--- src/rtl/regfile_pkg.sv ---
// regfile_pkg: shared defaults and helpers for the parametrised register file.
//   RF_DATA_W / RF_ADDR_W / RF_NUM_RD : default width, address width, read ports.
//   rf_depth(addr_w)                  : number of registers for a given address width.
package regfile_pkg;

  localparam int RF_DATA_W = 8;
  localparam int RF_ADDR_W = 3;
  localparam int RF_NUM_RD = 2;

  function automatic int rf_depth(input int addr_w);
    return 1 << addr_w;
  endfunction

endpackage

--- src/rtl/regfile_if.sv ---
// regfile_if: write/reserve/read bundle between decode/writeback and the register file.
//   we, rd_in, data   : write port (accepted on every rising edge with we=1).
//   rsv_en, rsv_addr  : reservation port (marks a register busy).
//   rs_in             : packed read addresses, port k at [k*ADDR_W +: ADDR_W].
//   rs_out, rs_busy   : packed read data (port k at [k*DATA_W +: DATA_W]) and busy flags.
// Handshake: none. Every request presented at a rising edge is accepted on that
// edge; there is no valid/ready pair and the file never stalls its users.
interface regfile_if
  import regfile_pkg::*;
#(
  parameter int DATA_W = RF_DATA_W,
  parameter int ADDR_W = RF_ADDR_W,
  parameter int NUM_RD = RF_NUM_RD
) ();

  logic                     we;
  logic [ADDR_W-1:0]        rd_in;
  logic [DATA_W-1:0]        data;
  logic                     rsv_en;
  logic [ADDR_W-1:0]        rsv_addr;
  logic [NUM_RD*ADDR_W-1:0] rs_in;
  logic [NUM_RD*DATA_W-1:0] rs_out;
  logic [NUM_RD-1:0]        rs_busy;

  // Pipeline side: drives requests, observes read results.
  modport master (
    output we, rd_in, data, rsv_en, rsv_addr, rs_in,
    input  rs_out, rs_busy
  );

  // Register file side.
  modport slave (
    input  we, rd_in, data, rsv_en, rsv_addr, rs_in,
    output rs_out, rs_busy
  );

endinterface

--- src/rtl/regfile_read_port.sv ---
// regfile_read_port: one combinational read port of the register file.
//   i_rst                        : forces zero data / not-busy while reset is held.
//   i_addr                       : register being read.
//   i_regs, i_busy               : storage and scoreboard from the top level.
//   i_we, i_wr_addr, i_wr_data   : same-cycle write, used for forwarding.
//   i_rsv_en, i_rsv_addr         : same-cycle reservation, only affects forwarded busy.
//   o_data, o_busy               : read result for this port.
module regfile_read_port #(
  parameter int DATA_W   = 8,
  parameter int ADDR_W   = 3,
  parameter int DEPTH    = 8,
  parameter bit ZERO_REG = 1'b0,
  parameter bit BYPASS   = 1'b1
) (
  input  logic              i_rst,
  input  logic [ADDR_W-1:0] i_addr,
  input  logic [DATA_W-1:0] i_regs [DEPTH],
  input  logic [DEPTH-1:0]  i_busy,
  input  logic              i_we,
  input  logic [ADDR_W-1:0] i_wr_addr,
  input  logic [DATA_W-1:0] i_wr_data,
  input  logic              i_rsv_en,
  input  logic [ADDR_W-1:0] i_rsv_addr,
  output logic [DATA_W-1:0] o_data,
  output logic              o_busy
);

  // Later assignments take priority: reset, then zero register, then bypass.
  always_comb begin
    o_data = i_regs[i_addr];
    o_busy = i_busy[i_addr];
    if (BYPASS && i_we && (i_wr_addr == i_addr)) begin
      // The write clears busy at the edge; only a reservation landing on the
      // same edge (a newer producer) keeps the register busy.
      o_data = i_wr_data;
      o_busy = i_rsv_en && (i_rsv_addr == i_addr);
    end
    if (ZERO_REG && (i_addr == '0)) begin
      o_data = '0;
      o_busy = 1'b0;
    end
    // The bypass path would otherwise leak write data through during reset.
    if (i_rst) begin
      o_data = '0;
      o_busy = 1'b0;
    end
  end

endmodule

--- src/rtl/regfile_param.sv ---
// regfile_param: parametrised multi-read, single-write register file with a
// per-register busy scoreboard, optional hard-wired zero register and optional
// write-to-read forwarding.
//   clk : rising-edge clock.
//   rst : asynchronous active-high reset; clears all registers and busy bits.
//   bus : regfile_if slave (write port, reservation port, NUM_RD read ports).
module regfile_param
  import regfile_pkg::*;
#(
  parameter int DATA_W   = RF_DATA_W,
  parameter int ADDR_W   = RF_ADDR_W,
  parameter int NUM_RD   = RF_NUM_RD,
  parameter bit ZERO_REG = 1'b0,
  parameter bit BYPASS   = 1'b1
) (
  input  logic     clk,
  input  logic     rst,
  regfile_if.slave bus
);

  localparam int DEPTH = rf_depth(ADDR_W);

  logic [DATA_W-1:0] r_regs [DEPTH];
  logic [DEPTH-1:0]  r_busy;

  logic w_wr_ok;
  logic w_rsv_ok;

  // Address 0 is read-only when the zero register is enabled.
  assign w_wr_ok  = bus.we     && !(ZERO_REG && (bus.rd_in    == '0));
  assign w_rsv_ok = bus.rsv_en && !(ZERO_REG && (bus.rsv_addr == '0));

  // The reservation is written after the write so that a write and a
  // reservation to the same register leave it busy.
  always_ff @(posedge clk or posedge rst) begin
    if (rst) begin
      for (int i = 0; i < DEPTH; i++) begin
        r_regs[i] <= '0;
      end
      r_busy <= '0;
    end else begin
      if (w_wr_ok) begin
        r_regs[bus.rd_in] <= bus.data;
        r_busy[bus.rd_in] <= 1'b0;
      end
      if (w_rsv_ok) begin
        r_busy[bus.rsv_addr] <= 1'b1;
      end
    end
  end

  logic [NUM_RD*DATA_W-1:0] w_rs_out;
  logic [NUM_RD-1:0]        w_rs_busy;

  for (genvar k = 0; k < NUM_RD; k++) begin : g_rd
    regfile_read_port #(
      .DATA_W   (DATA_W),
      .ADDR_W   (ADDR_W),
      .DEPTH    (DEPTH),
      .ZERO_REG (ZERO_REG),
      .BYPASS   (BYPASS)
    ) u_port (
      .i_rst      (rst),
      .i_addr     (bus.rs_in[k*ADDR_W +: ADDR_W]),
      .i_regs     (r_regs),
      .i_busy     (r_busy),
      .i_we       (bus.we),
      .i_wr_addr  (bus.rd_in),
      .i_wr_data  (bus.data),
      .i_rsv_en   (bus.rsv_en),
      .i_rsv_addr (bus.rsv_addr),
      .o_data     (w_rs_out[k*DATA_W +: DATA_W]),
      .o_busy     (w_rs_busy[k])
    );
  end

  assign bus.rs_out  = w_rs_out;
  assign bus.rs_busy = w_rs_busy;

endmodule

--- src/flat_wrapper.sv ---
// flat-port wrapper written by rule: the top's interface ports become plain ports
module regfile_param_flat import regfile_pkg::*;
#(
  parameter int DATA_W   = RF_DATA_W,
  parameter int ADDR_W   = RF_ADDR_W,
  parameter int NUM_RD   = RF_NUM_RD,
  parameter bit ZERO_REG = 1'b0,
  parameter bit BYPASS   = 1'b1
)
  (clk, rst, bus_we, bus_rd_in, bus_data, bus_rsv_en, bus_rsv_addr, bus_rs_in, bus_rs_out, bus_rs_busy);
  regfile_if #(.DATA_W(DATA_W), .ADDR_W(ADDR_W), .NUM_RD(NUM_RD)) bus_i ();
  input  logic clk;
  input  logic rst;
  input wire logic [$bits(bus_i.we)-1:0] bus_we;
  input wire logic [$bits(bus_i.rd_in)-1:0] bus_rd_in;
  input wire logic [$bits(bus_i.data)-1:0] bus_data;
  input wire logic [$bits(bus_i.rsv_en)-1:0] bus_rsv_en;
  input wire logic [$bits(bus_i.rsv_addr)-1:0] bus_rsv_addr;
  input wire logic [$bits(bus_i.rs_in)-1:0] bus_rs_in;
  output wire logic [$bits(bus_i.rs_out)-1:0] bus_rs_out;
  output wire logic [$bits(bus_i.rs_busy)-1:0] bus_rs_busy;
  assign bus_i.we = bus_we;
  assign bus_i.rd_in = bus_rd_in;
  assign bus_i.data = bus_data;
  assign bus_i.rsv_en = bus_rsv_en;
  assign bus_i.rsv_addr = bus_rsv_addr;
  assign bus_i.rs_in = bus_rs_in;
  assign bus_rs_out = bus_i.rs_out;
  assign bus_rs_busy = bus_i.rs_busy;
  regfile_param #(.DATA_W(DATA_W), .ADDR_W(ADDR_W), .NUM_RD(NUM_RD), .ZERO_REG(ZERO_REG), .BYPASS(BYPASS)) u_core (.clk(clk), .rst(rst), .bus(bus_i));
endmodule
--- config.mk ---
export PLATFORM = sky130hd
export DESIGN_NAME = regfile_param_flat
export DESIGN_NICKNAME = d
export VERILOG_FILES = /design/src/rtl/regfile_pkg.sv /design/src/rtl/regfile_if.sv /design/src/rtl/regfile_read_port.sv /design/src/rtl/regfile_param.sv /design/src/flat_wrapper.sv
export SDC_FILE = /design/constraint.sdc
export NUM_CORES = 1
export LEC_CHECK = 0
export ABC_AREA = 0
export BUFFER_PORTS_ARGS = -buffer_cell sky130_fd_sc_hd__buf_2
export CORE_MARGIN = 1
export CORE_UTILIZATION = 46
export CTS_CLUSTER_DIAMETER = 100
export DETAILED_ROUTE_END_ITERATION = 10
export PLACE_DENSITY = 0.66
export SLEW_MARGIN = 10
export SYNTH_ARGS = -nofsm -noshare
export SYNTH_HDL_FRONTEND = slang
export SYNTH_SLANG_ARGS = --single-unit
--- constraint.sdc ---
create_clock -name clk -period 4.35 [get_ports clk]
set_clock_uncertainty 0.2 [all_clocks]
set_input_delay 0.2175 -clock clk [delete_from_list [all_inputs] [get_ports clk]]
set_output_delay 0.2175 -clock clk [all_outputs]
set_load 0.03 [all_outputs]
==> After elaboration in Yosys (flattened, before gate mapping) <==
Index checks and enable logic that the tools add are counted.
{ "classes": {"n_lt_le_gt_ge": 10, "muxes": 27, "n_bitwise": 6, "n_eq_ne": 4, "n_reduce_logical": 7} }
{ "op_table": {"columns": ["op", "n"], "rows": [
  ["$mux 8", 11],
  ["$bwmux 64", 1],
  ["$bmux 8 s3", 2],
  ["$demux 8 s3", 1],
  ["$lt 3x4->1 const B", 4],
  ["$eq 3x3->1", 4],
  ["$ge 4x4->1 const B", 3],
  ["$not 3->4", 3],
  ["$and 8x8->8", 1],
  ["$mux 1", 8],
  ["$not 8->8", 1],
  ["$or 8x8->8", 1],
  ["$logic_and 1x1->1", 7],
  ["$bmux 1 s3", 2],
  ["$demux 1 s3", 2],
  ["$ge 3x1->1 const B", 2],
  ["$lt 4x1->1 const B", 1]
]} }
{ "word_totals": {"wordCells": 63, "in_bits": 24, "ff_bits": 72, "output_inout_bits": 18} }

==> Longest topological paths before layout <==
Gate-level depths: netlist of run 1.
{ "logic_depth": {"depth_word": 9, "ltp_mapped": 6, "mapped_depth_nobuf": 4} }

==> Hierarchy <==
A second synthesis of run 1 with hierarchy kept.
{ "unflattened": {"hier_cells": 288, "hier_area_um2": 4366.7} }
{ "modules_own_cells": {"columns": ["module", "seq_area_each_um2", "area_each_um2", "instances", "cells_each"], "rows": [
  ["regfile_param", 1801.7, 2775.2, 1, 170],
  ["regfile_read_port", 0.0, 795.8, 2, 59]
]} }

==> Worst setup path after synthesis of run 1 <==
No wires, ideal clock.
{ "synth_timing": {"path_type": "input to output", "startpoint": "input port rst", "endpoint": "output port bus_rs_out[10]", "path_stages": 4, "required_time_ns": 3.933, "n_path_buf": 1, "slack_ns": 0.429, "t_arrival_ns": 3.504, "cell_sequence": "inv_1 > clkbuf_1 > o21ai_0 > a21oi_1"} }
{ "synth_via": {"elab_chain_cells": 1} }
{ "synth_rtl": {"columns": ["element", "line", "rtl"], "rows": [
  ["start, declared", "flat_wrapper.sv:13", "input logic rst;"],
  ["$mux 8", "regfile_read_port.sv:43", "if (i_rst) begin"],
  ["end, declared", "flat_wrapper.sv:20", "output wire logic [$bits(bus_i.rs_out)-1:0] bus_rs_out;"]
]} }
Every way passes these cells.

==> Worst setup path in the final report of run 1 <==
{ "layout_timing": {"startpoint": "input port bus_rs_in[4]", "endpoint": "output port bus_rs_out[14]"} }
{ "layout_via": {"elab_chain_cells": 6, "elab_cells_between_ends": 8, "cone_classes": "eq/ne (1); mux (5); bitwise (1); reduce/logical (1)"} }
{ "layout_rtl": {"columns": ["element", "line", "rtl"], "rows": [
  ["start, declared", "flat_wrapper.sv:19", "input wire logic [$bits(bus_i.rs_in)-1:0] bus_rs_in;"],
  ["$not 3->4 (implied by the code)", "regfile_read_port.sv:30", "o_data = i_regs[i_addr];"],
  ["$bmux 8 s3", "regfile_read_port.sv:30", null],
  ["$mux 8 (implied by the code) (2 in a row)", "regfile_read_port.sv:30", null],
  ["$mux 8 (*)", "regfile_read_port.sv:32", "if (BYPASS && i_we && (i_wr_addr == i_addr)) begin"],
  ["$mux 8 (*)", "regfile_read_port.sv:43", null]
]} }
Every way passes the cells marked *; elsewhere a longest branch is shown, timed or not. The select of a mux whose other input is x is not followed.

==> results of run 1 <==
-- cell usage after synthesis --
master / count
nand2b_4: 1
nand2_1: 7
nand2b_1: 3
xnor2_1: 12
inv_1: 5
buf_2: 5
o21ai_0: 20
nor3_4: 2
o32ai_1: 2
nor3b_4: 2
a211oi_1: 2
mux4_2: 36
mux2_2: 64
a21oi_1: 16
buf_1: 8
nand4_1: 3
dfrtp_1: 72
clkbuf_2: 1
mux2i_1: 18
buf_4: 8
buf_6: 5
o22ai_1: 2
nand4b_1: 3
a41oi_1: 2
clkbuf_1: 2
-- cell type report --
class                           count  area, um^2
Sequential cell                    72        1800
Inverter                            5        18.8
Timing Repair Buffer               47         255
Fill cell                         738        4180
Multi-Input combinational cell    195        2230
Clock buffer                        9         124
Tap cell                          108         135
Clock inverter                      7        62.6
-- per-layer routing --
metal  global-route usage (%)  vias up
met5                        0        -
met1                     30.7     1443
met2                     35.4       67
li1                         -     1209
met4                     7.58        0
met3                     3.44       11
-- power breakdown --
part	switching, uW	internal [uW]	total, uW
Combinational	246	308	554
Sequential	103	816	919
Clock	256	260	515
-- sequential cells by signal, indices dropped and copies added (netlist names) --
| signal | count |
|---|---|
| u_core.r_busy | 8 |
| u_core.r_regs | 64 |
-- kinds of logic (layout without fill, tap and decap cells) --
family,after synthesis,after routing,share of synthesized area [%]
buffers and inverters,34,68,4.78
flip-flops,72,72,42.5
AO/OA/AOI/OAI,44,44,5.73
multiplexers,118,118,40.4
AND/OR/NAND/NOR,21,21,4.10
XOR/XNOR,12,12,2.48
-- metrics by stage --
| stage | total power (uW) | area (um^2) | utilization, % |
|---|---|---|---|
| 4_1_cts | 2000 | 4630 | 52.6 |
| 2_1_floorplan | 1360 | 4240 | - |
| 3_5_place_dp | 1490 | 4420 | 50.2 |
| 3_3_place_gp | 1460 | 4420 | 50.2 |
| 6_report | 1990 | 4630 | 52.6 |
| 5_1_grt | 2090 | 4630 | 52.6 |
-- path summary, 6_finish.rpt --
check                                          to              start  slack [ns]  depth (start not counted)
min in group asynchronous       u_core.r_regs[58]                rst        0.48                          3
worst max register to register  u_core.r_regs[16]  u_core.r_regs[16]        3.34                          1
worst min register to register   u_core.r_busy[6]   u_core.r_busy[6]        0.31                          2
worst min-delay path             u_core.r_busy[0]    bus_rsv_addr[1]        0.01                          2
worst max-delay path               bus_rs_out[14]       bus_rs_in[4]        1.25                          6
max in group asynchronous       u_core.r_regs[40]                rst        2.66                          4
-- timing repair --
action,4_1_cts,5_1_grt
setup buffers,0,0
hold buffers,2,0
endpoints found under the hold margin,34,0
endpoints found under the setup margin,0,0
resized for setup,0,0
==> metrics.json, run 1 <==
{
  "hold_class": {"value": "input port to register"},
  "seq_area_frac_synth": {"value": 42.5, "unit": "%"},
  "fmax": {"value": 0.322, "unit": "GHz"},
  "final_global_route_overflow_total": {"value": 0},
  "top_signal_layer_used": {"value": "met4"},
  "clock_tree.root_cell": {"value": "clkbuf_8"},
  "htree_levels": {"value": 3},
  "layout_commonest_cell": {"value": "dfrtp_1"},
  "grt_setup_unrepaired": {"value": "no"},
  "hold_viol": {"value": 0},
  "ant_nets": {"value": 0},
  "dieHeight": {"value": 98.0, "unit": "um"},
  "cp-end-kind": {"value": "primary output"},
  "synth.distinct_cells": {"value": 25},
  "synth_area_leader_cell": {"value": "dfrtp_1"},
  "leakagePower": {"value": 0.00194, "unit": "uW"},
  "synthCells": {"value": 301},
  "share_of_post_route_cells_with_drive_strength_above_1": {"value": 49.9, "unit": "%"},
  "final_critical_path_setup_slack": {"value": 1.25, "unit": "ns"},
  "mostFrequentLayoutCells": {"value": "dfrtp_1 (72), mux2_2 (64), buf_2 (41)"},
  "grt_start_max_net_pins": {"value": 52},
  "crit_path_max_fanout": {"value": 20},
  "die_x": {"value": 98.0, "unit": "um"},
  "number_of_vias_in_the_routed_layout": {"value": 2730},
  "finalNetCount": {"value": 354},
  "yosys_register_bits": {"value": 72},
  "hold_slack": {"value": 0.0115, "unit": "ns"},
  "routedWlPerCell": {"value": 22.1, "unit": "um"},
  "cts_max_path_buffers": {"value": 2},
  "failing_checks": {"value": "DRC"},
  "dr_wl_met3": {"value": 344, "unit": "um"},
  "totalWireLength": {"value": 9810, "unit": "um"},
  "initial_utilization": {"value": 48.1, "unit": "%"},
  "yosysWarnings": {"value": 0},
  "grt_pass1_vias": {"value": 2878},
  "syn_nets": {"value": 325},
  "max_slew_headroom_at_the_worst_pin": {"value": 30.4, "unit": "%"},
  "yosysTopAreaCellShare": {"value": 42.5, "unit": "%"},
  "cts_tree": {"value": "done"},
  "dp_hpwl": {"value": 6150, "unit": "um"},
  "netlist_area": {"value": 4240, "unit": "um^2"},
  "min_period_over_period": {"value": 71.4, "unit": "%"},
  "cp_common_cell": {"value": "buf_2"},
  "fin_max_slew_vios": {"value": 0},
  "power.ir.vdd_worst": {"value": 0.203, "unit": "mV"},
  "wl_met1": {"value": 4520, "unit": "um"},
  "final_cell_count_no_fill": {"value": 443},
  "kind_of_start_point_of_the_critical_path": {"value": "input port"},
  "wl_met2": {"value": 4800, "unit": "um"},
  "detail_route.drc_violations": {"value": 4},
  "core_region_area": {"value": 8810, "unit": "um^2"},
  "cap_violations": {"value": 0},
  "outcome": {"value": "complete, but fails checks"},
  "post_synth.cell_area_avg": {"value": 14.1, "unit": "um^2"},
  "timing.critical_path.arrival": {"value": 2.69, "unit": "ns"},
  "power.density": {"value": 429, "unit": "nW/um^2"},
  "cp.required": {"value": 3.93, "unit": "ns"},
  "synth.area.top_cells": {"value": "dfrtp_1 (43%), mux4_2 (19%), mux2_2 (17%)"},
  "antenna_found_initial": {"value": 0},
  "placement_rows": {"value": 34},
  "highest_delay_cell_along_the_critical_path": {"value": "nand4_1"},
  "design.die.area": {"value": 9600, "unit": "um^2"},
  "clock_insertion_delay_worst_skew": {"value": 0.34, "unit": "ns"},
  "area_growth_syn_to_layout": {"value": 9.27, "unit": "%"},
  "antenna_cell_count": {"value": 0},
  "routability_congestion_estimate_from_global_placement": {"value": 0.753},
  "totalNegativeSetupSlack": {"value": 0, "unit": "ns"},
  "tightestPinTransition": {"value": 1.04, "unit": "ns"},
  "clk_pin_slew_worst_paths": {"value": 0.07, "unit": "ns"},
  "pre_cts_ws": {"value": 1.28, "unit": "ns"},
  "viasPerCell": {"value": 6.16},
  "io_buffer_count": {"value": 41},
  "gr-usage-all-layers": {"value": 22.1, "unit": "%"},
  "grt_first_pass_wirelength": {"value": 15800, "unit": "um"},
  "numPlacedInstances": {"value": 425},
  "path_cells": {"value": "buf_2 > xnor2_1 > nand4_1 > o21ai_0 > a21oi_1 > buf_2"},
  "finalSetupViolCount": {"value": 0},
  "drt_first_iter_violations": {"value": 144},
  "worstPathBufferInverterCount": {"value": 2},
  "cpLargestDelayFamily": {"value": "simple AND/OR/NAND/NOR gates"},
  "cts_num_sinks": {"value": 72},
  "cts_inserted_buffers": {"value": 9},
  "drtPass1Iterations": {"value": 8},
  "worst_path_largest_cell_delay": {"value": 0.83, "unit": "ns"},
  "critPathKind": {"value": "input port to primary output"},
  "fin_crit": {"value": 3.10, "unit": "ns"},
  "io-pin-count": {"value": 42}
}
No activity file was read; power rests on OpenSTA's default activity.
==> run 2: changes to the inputs <==
--- a/config.mk
+++ b/config.mk
@@ -5,13 +5,13 @@
 export SDC_FILE = /design/constraint.sdc
 export NUM_CORES = 1
 export LEC_CHECK = 0
-export ABC_AREA = 0
+export ABC_AREA = 1
 export BUFFER_PORTS_ARGS = -buffer_cell sky130_fd_sc_hd__buf_2
 export CORE_MARGIN = 1
 export CORE_UTILIZATION = 46
 export CTS_CLUSTER_DIAMETER = 100
 export DETAILED_ROUTE_END_ITERATION = 10
-export PLACE_DENSITY = 0.66
+export PLACE_DENSITY = 0.68
 export SLEW_MARGIN = 10
 export SYNTH_ARGS = -nofsm -noshare
 export SYNTH_HDL_FRONTEND = slang
==> constraint.sdc (replaced) <==
create_clock -name clk -period 2.6 [get_ports clk]
set_clock_uncertainty 0.2 [all_clocks]
set_input_delay 0.13 -clock clk [delete_from_list [all_inputs] [get_ports clk]]
set_output_delay 0.13 -clock clk [all_outputs]
set_load 0.03 [all_outputs]
==> run 2 against run 1 <==
  * Clock power is 72% higher
  * Hold slack better by 0.021 ns
  * Routed wire length is 53% higher
  * Combinational power is 58% higher
  * Highest routed layer unchanged
  * Critical path depth is 1 higher
  * Clock-buffer cell count is 3 higher
  * The flow now finishes without violations
  * Critical endpoint unchanged
==> metrics.json, run 2 <==
{
  "hold_class": {"value": "input port to register", "change": "unchanged"},
  "routability_congestion_estimate_from_global_placement": {"value": 0.918, "change": "was 0.753"},
  "cap_violations": {"value": 0, "change": "unchanged"},
  "core_region_area": {"value": 9370, "unit": "um^2", "change": "was 8810 um^2"},
  "antenna_cell_count": {"value": 0, "change": "unchanged"},
  "most_instantiated_flip_flop_cell_in_the_synthesis_netlist": {"value": "dfrtp_1", "change": "unchanged"},
  "grt_first_pass_wirelength": {"value": 23700, "unit": "um", "change": "was 15800 um"},
  "largest_register": {"value": "u_core.r_regs", "change": "unchanged"},
  "cp-end-kind": {"value": "primary output", "change": "unchanged"},
  "n_fill_cell": {"value": 986, "change": "was 738"},
  "io_buffer_count": {"value": 41, "change": "unchanged"},
  "gr-usage-all-layers": {"value": 30.9, "unit": "%", "change": "was 22.1%"},
  "syn_nets": {"value": 747, "change": "was 325"},
  "yosysWarnings": {"value": 0, "change": "unchanged"},
  "synth-edff-count": {"value": 0, "change": "unchanged"},
  "finalNetCount": {"value": 791, "change": "was 354"},
  "yosysTopAreaCellShare": {"value": 39.8, "unit": "%", "change": "was 42.5%"},
  "grt_start_max_net_pins": {"value": 40, "change": "was 52"},
  "outcome": {"value": "finished clean", "change": "was complete, but fails checks"},
  "post_synth.cell_area_avg": {"value": 6.26, "unit": "um^2", "change": "was 14.1 um^2"},
  "hold_viol": {"value": 0, "change": "unchanged"},
  "routedWlPerCell": {"value": 16.7, "unit": "um", "change": "was 22.1 um"},
  "mostFrequentLayoutCells": {"value": "nand2_1 (336), nand3_1 (95), nor2_1 (75)", "change": "was dfrtp_1 (72), mux2_2 (64), buf_2 (41)"},
  "detail_route.drc_violations": {"value": 0, "change": "was 4"},
  "dieHeight": {"value": 101, "unit": "um", "change": "was 98.0 um"},
  "tightestPinTransition": {"value": 0.748, "unit": "ns", "change": "was 1.04 ns"},
  "synth_area_leader_cell": {"value": "dfrtp_1", "change": "unchanged"},
  "netlist_area": {"value": 4520, "unit": "um^2", "change": "was 4240 um^2"},
  "postSynth.asyncResetShare": {"value": 100, "unit": "%", "change": "unchanged"},
  "fmax": {"value": 0.430, "unit": "GHz"},
  "grt_setup_unrepaired": {"value": "no", "change": "unchanged"},
  "timing.critical_path.arrival": {"value": 1.99, "unit": "ns", "change": "was 2.69 ns"},
  "htree_levels": {"value": 3, "change": "unchanged"},
  "crit_path_max_fanout": {"value": 39, "change": "was 20"},
  "grt_pass1_vias": {"value": 4517, "change": "was 2878"},
  "clock_tree.root_cell": {"value": "clkbuf_8", "change": "unchanged"},
  "cts_tree": {"value": "done", "change": "unchanged"},
  "fin_max_slew_vios": {"value": 0, "change": "unchanged"},
  "share_of_post_route_cells_with_drive_strength_above_1": {"value": 10.8, "unit": "%", "change": "was 49.9%"},
  "io-pin-count": {"value": 42, "change": "unchanged"},
  "antenna_found_initial": {"value": 0, "change": "unchanged"},
  "cts_inserted_buffers": {"value": 9, "change": "unchanged"},
  "dp_hpwl": {"value": 9470, "unit": "um", "change": "was 6150 um"},
  "clk_pin_slew_worst_paths": {"value": 0.08, "unit": "ns", "change": "was 0.07 ns"},
  "totalNegativeSetupSlack": {"value": 0, "unit": "ns", "change": "unchanged"},
  "largest_registers": {"value": "u_core.r_regs: 64 flops, u_core.r_busy: 8 flops", "change": "unchanged"},
  "final_global_route_overflow_total": {"value": 0, "change": "unchanged"},
  "drtPass1Iterations": {"value": 5, "change": "was 8"},
  "design.die.area": {"value": 10200, "unit": "um^2", "change": "was 9600 um^2"},
  "totalWireLength": {"value": 15100, "unit": "um", "change": "was 9810 um"},
  "viasPerCell": {"value": 5.54, "change": "was 6.16"},
  "number_of_vias_in_the_routed_layout": {"value": 4983, "change": "was 2730"},
  "synth_common_cells": {"value": "nand2_1 (336), nand3_1 (95), nor2_1 (75)", "change": "was dfrtp_1 (72), mux2_2 (64), mux4_2 (36)"},
  "clock_insertion_delay_worst_skew": {"value": 0.35, "unit": "ns", "change": "was 0.34 ns"},
  "ant_nets": {"value": 0, "change": "unchanged"},
  "cp.required": {"value": 2.27, "unit": "ns", "change": "was 3.93 ns"},
  "largest_register_ff_count": {"value": 64, "change": "unchanged"},
  "post_cts_resize_count": {"value": 0, "change": "unchanged"},
  "seq_area_frac_synth": {"value": 39.8, "unit": "%", "change": "was 42.5%"},
  "layout_commonest_cell": {"value": "nand2_1", "change": "was dfrtp_1"},
  "die_x": {"value": 101, "unit": "um", "change": "was 98.0 um"},
  "min_period_over_period": {"value": 89.4, "unit": "%"},
  "power.density": {"value": 634, "unit": "nW/um^2", "change": "was 429 nW/um^2"},
  "fin_crit": {"value": 2.32, "unit": "ns"},
  "final_util": {"value": 55.0, "unit": "%", "change": "was 52.6%"},
  "critPathKind": {"value": "input port to primary output", "change": "unchanged"},
  "synth.distinct_cells": {"value": 16, "change": "was 25"},
  "synth.area.top_cells": {"value": "dfrtp_1 (40%), nand2_1 (28%), nand3_1 (11%)", "change": "was dfrtp_1 (43%), mux4_2 (19%), mux2_2 (17%)"},
  "power.ir.vdd_worst": {"value": 0.359, "unit": "mV", "change": "was 0.203 mV"},
  "cell_with_the_most_instances_after_synthesis": {"value": "nand2_1", "change": "was dfrtp_1"},
  "max_slew_headroom_at_the_worst_pin": {"value": 50.0, "unit": "%", "change": "was 30.4%"},
  "drt_first_iter_violations": {"value": 503, "change": "was 144"},
  "leakagePower": {"value": 0.00269, "unit": "uW", "change": "was 0.00194 uW"},
  "initial_utilization": {"value": 48.3, "unit": "%", "change": "was 48.1%"},
  "area_growth_syn_to_layout": {"value": 13.9, "unit": "%", "change": "was 9.27%"},
  "cts_num_sinks": {"value": 72, "change": "unchanged"},
  "cts_max_path_buffers": {"value": 2, "change": "unchanged"},
  "kind_of_start_point_of_the_critical_path": {"value": "input port", "change": "unchanged"},
  "synthCells": {"value": 723, "change": "was 301"},
  "yosys_register_bits": {"value": 72, "change": "unchanged"},
  "finalSetupViolCount": {"value": 0, "change": "unchanged"},
  "placement_rows": {"value": 35, "change": "was 34"}
}
run 2: path summary, 6_finish.rpt:
kind / startpoint / to / slack, ns / cells past startpoint
worst max register to register: u_core.r_busy[6] / u_core.r_busy[6] / 1.15 / 3
worst min register to register: u_core.r_regs[45] / u_core.r_regs[45] / 0.31 / 2
worst max-delay path: rst / bus_rs_out[14] / 0.28 / 7
min in group asynchronous: rst / u_core.r_regs[23] / 0.21 / 3
max in group asynchronous: rst / u_core.r_regs[38] / 1.34 / 4
worst min-delay path: bus_rd_in[2] / u_core.r_busy[7] / 0.03 / 4
run 2: metal layers:
| layer | wire [um] | share of wire, % | vias to the layer above | track usage (%) |
|---|---|---|---|---|
| met5 | 0 | 0 | - | 0 |
| met1 | 6450 | 43 | 2274 | 43.1 |
| met3 | 1620 | 11 | 42 | 6.28 |
| met4 | 465 | 3.1 | 0 | 13.3 |
| met2 | 6520 | 43 | 297 | 46.9 |
| li1 | - | - | 2370 | - |
run 2: power by group:
group          switching [uW]  internal (uW)
logic                     560            313
registers                 172           1330
clock network             420            464
run 2: final cells by class:
cell class	count	area, um^2	share of cell area, %
tap	129	161	3.13
clock buffer	12	145	2.82
clock inverter	3	42.5	0.826
sequential	72	1800	35.0
multi-input combinational	585	2420	46.9
timing repair buffer	73	483	9.38
inverter	26	98.8	1.92
run 2: repair_timing:
item / CTS / global route
hold endpoints to repair: 88 / 0
setup endpoints to repair: 0 / 0
hold buffers: 15 / 0
setup buffers: 0 / 0
run 2: stage by stage:
step	total power, uW	setup WS (ns)	instances	hold slack (ns)	area (um^2)
6_report	3260	0.275	900	0.0325	5150
4_1_cts	3250	0.254	900	0.0373	5150
3_5_place_dp	2360	0.468	870	0.0385	4810
3_3_place_gp	2330	0.485	870	0.0341	4810
2_1_floorplan	2110	0.310	723	0.0374	4520
5_1_grt	3460	0.125	900	0.120	5150
run 2: kinds of logic (layout without fill, tap and decap cells):
family,after synthesis,after routing,synth area share [%]
buffers and inverters,66,114,6.72
DFF,72,72,39.8
and+or+nand+nor,510,510,45.1
AOI/OAI and AO/OA,75,75,8.30
run 2: critical path, cell delays in order:
cell,delay (ns)
dlygate4sd3_1,0.52
buf_2,0.11
clkinv_2,0.51
buf_4,0.41
nand2_1,0.07
nor2_1,0.05
buf_2,0.18
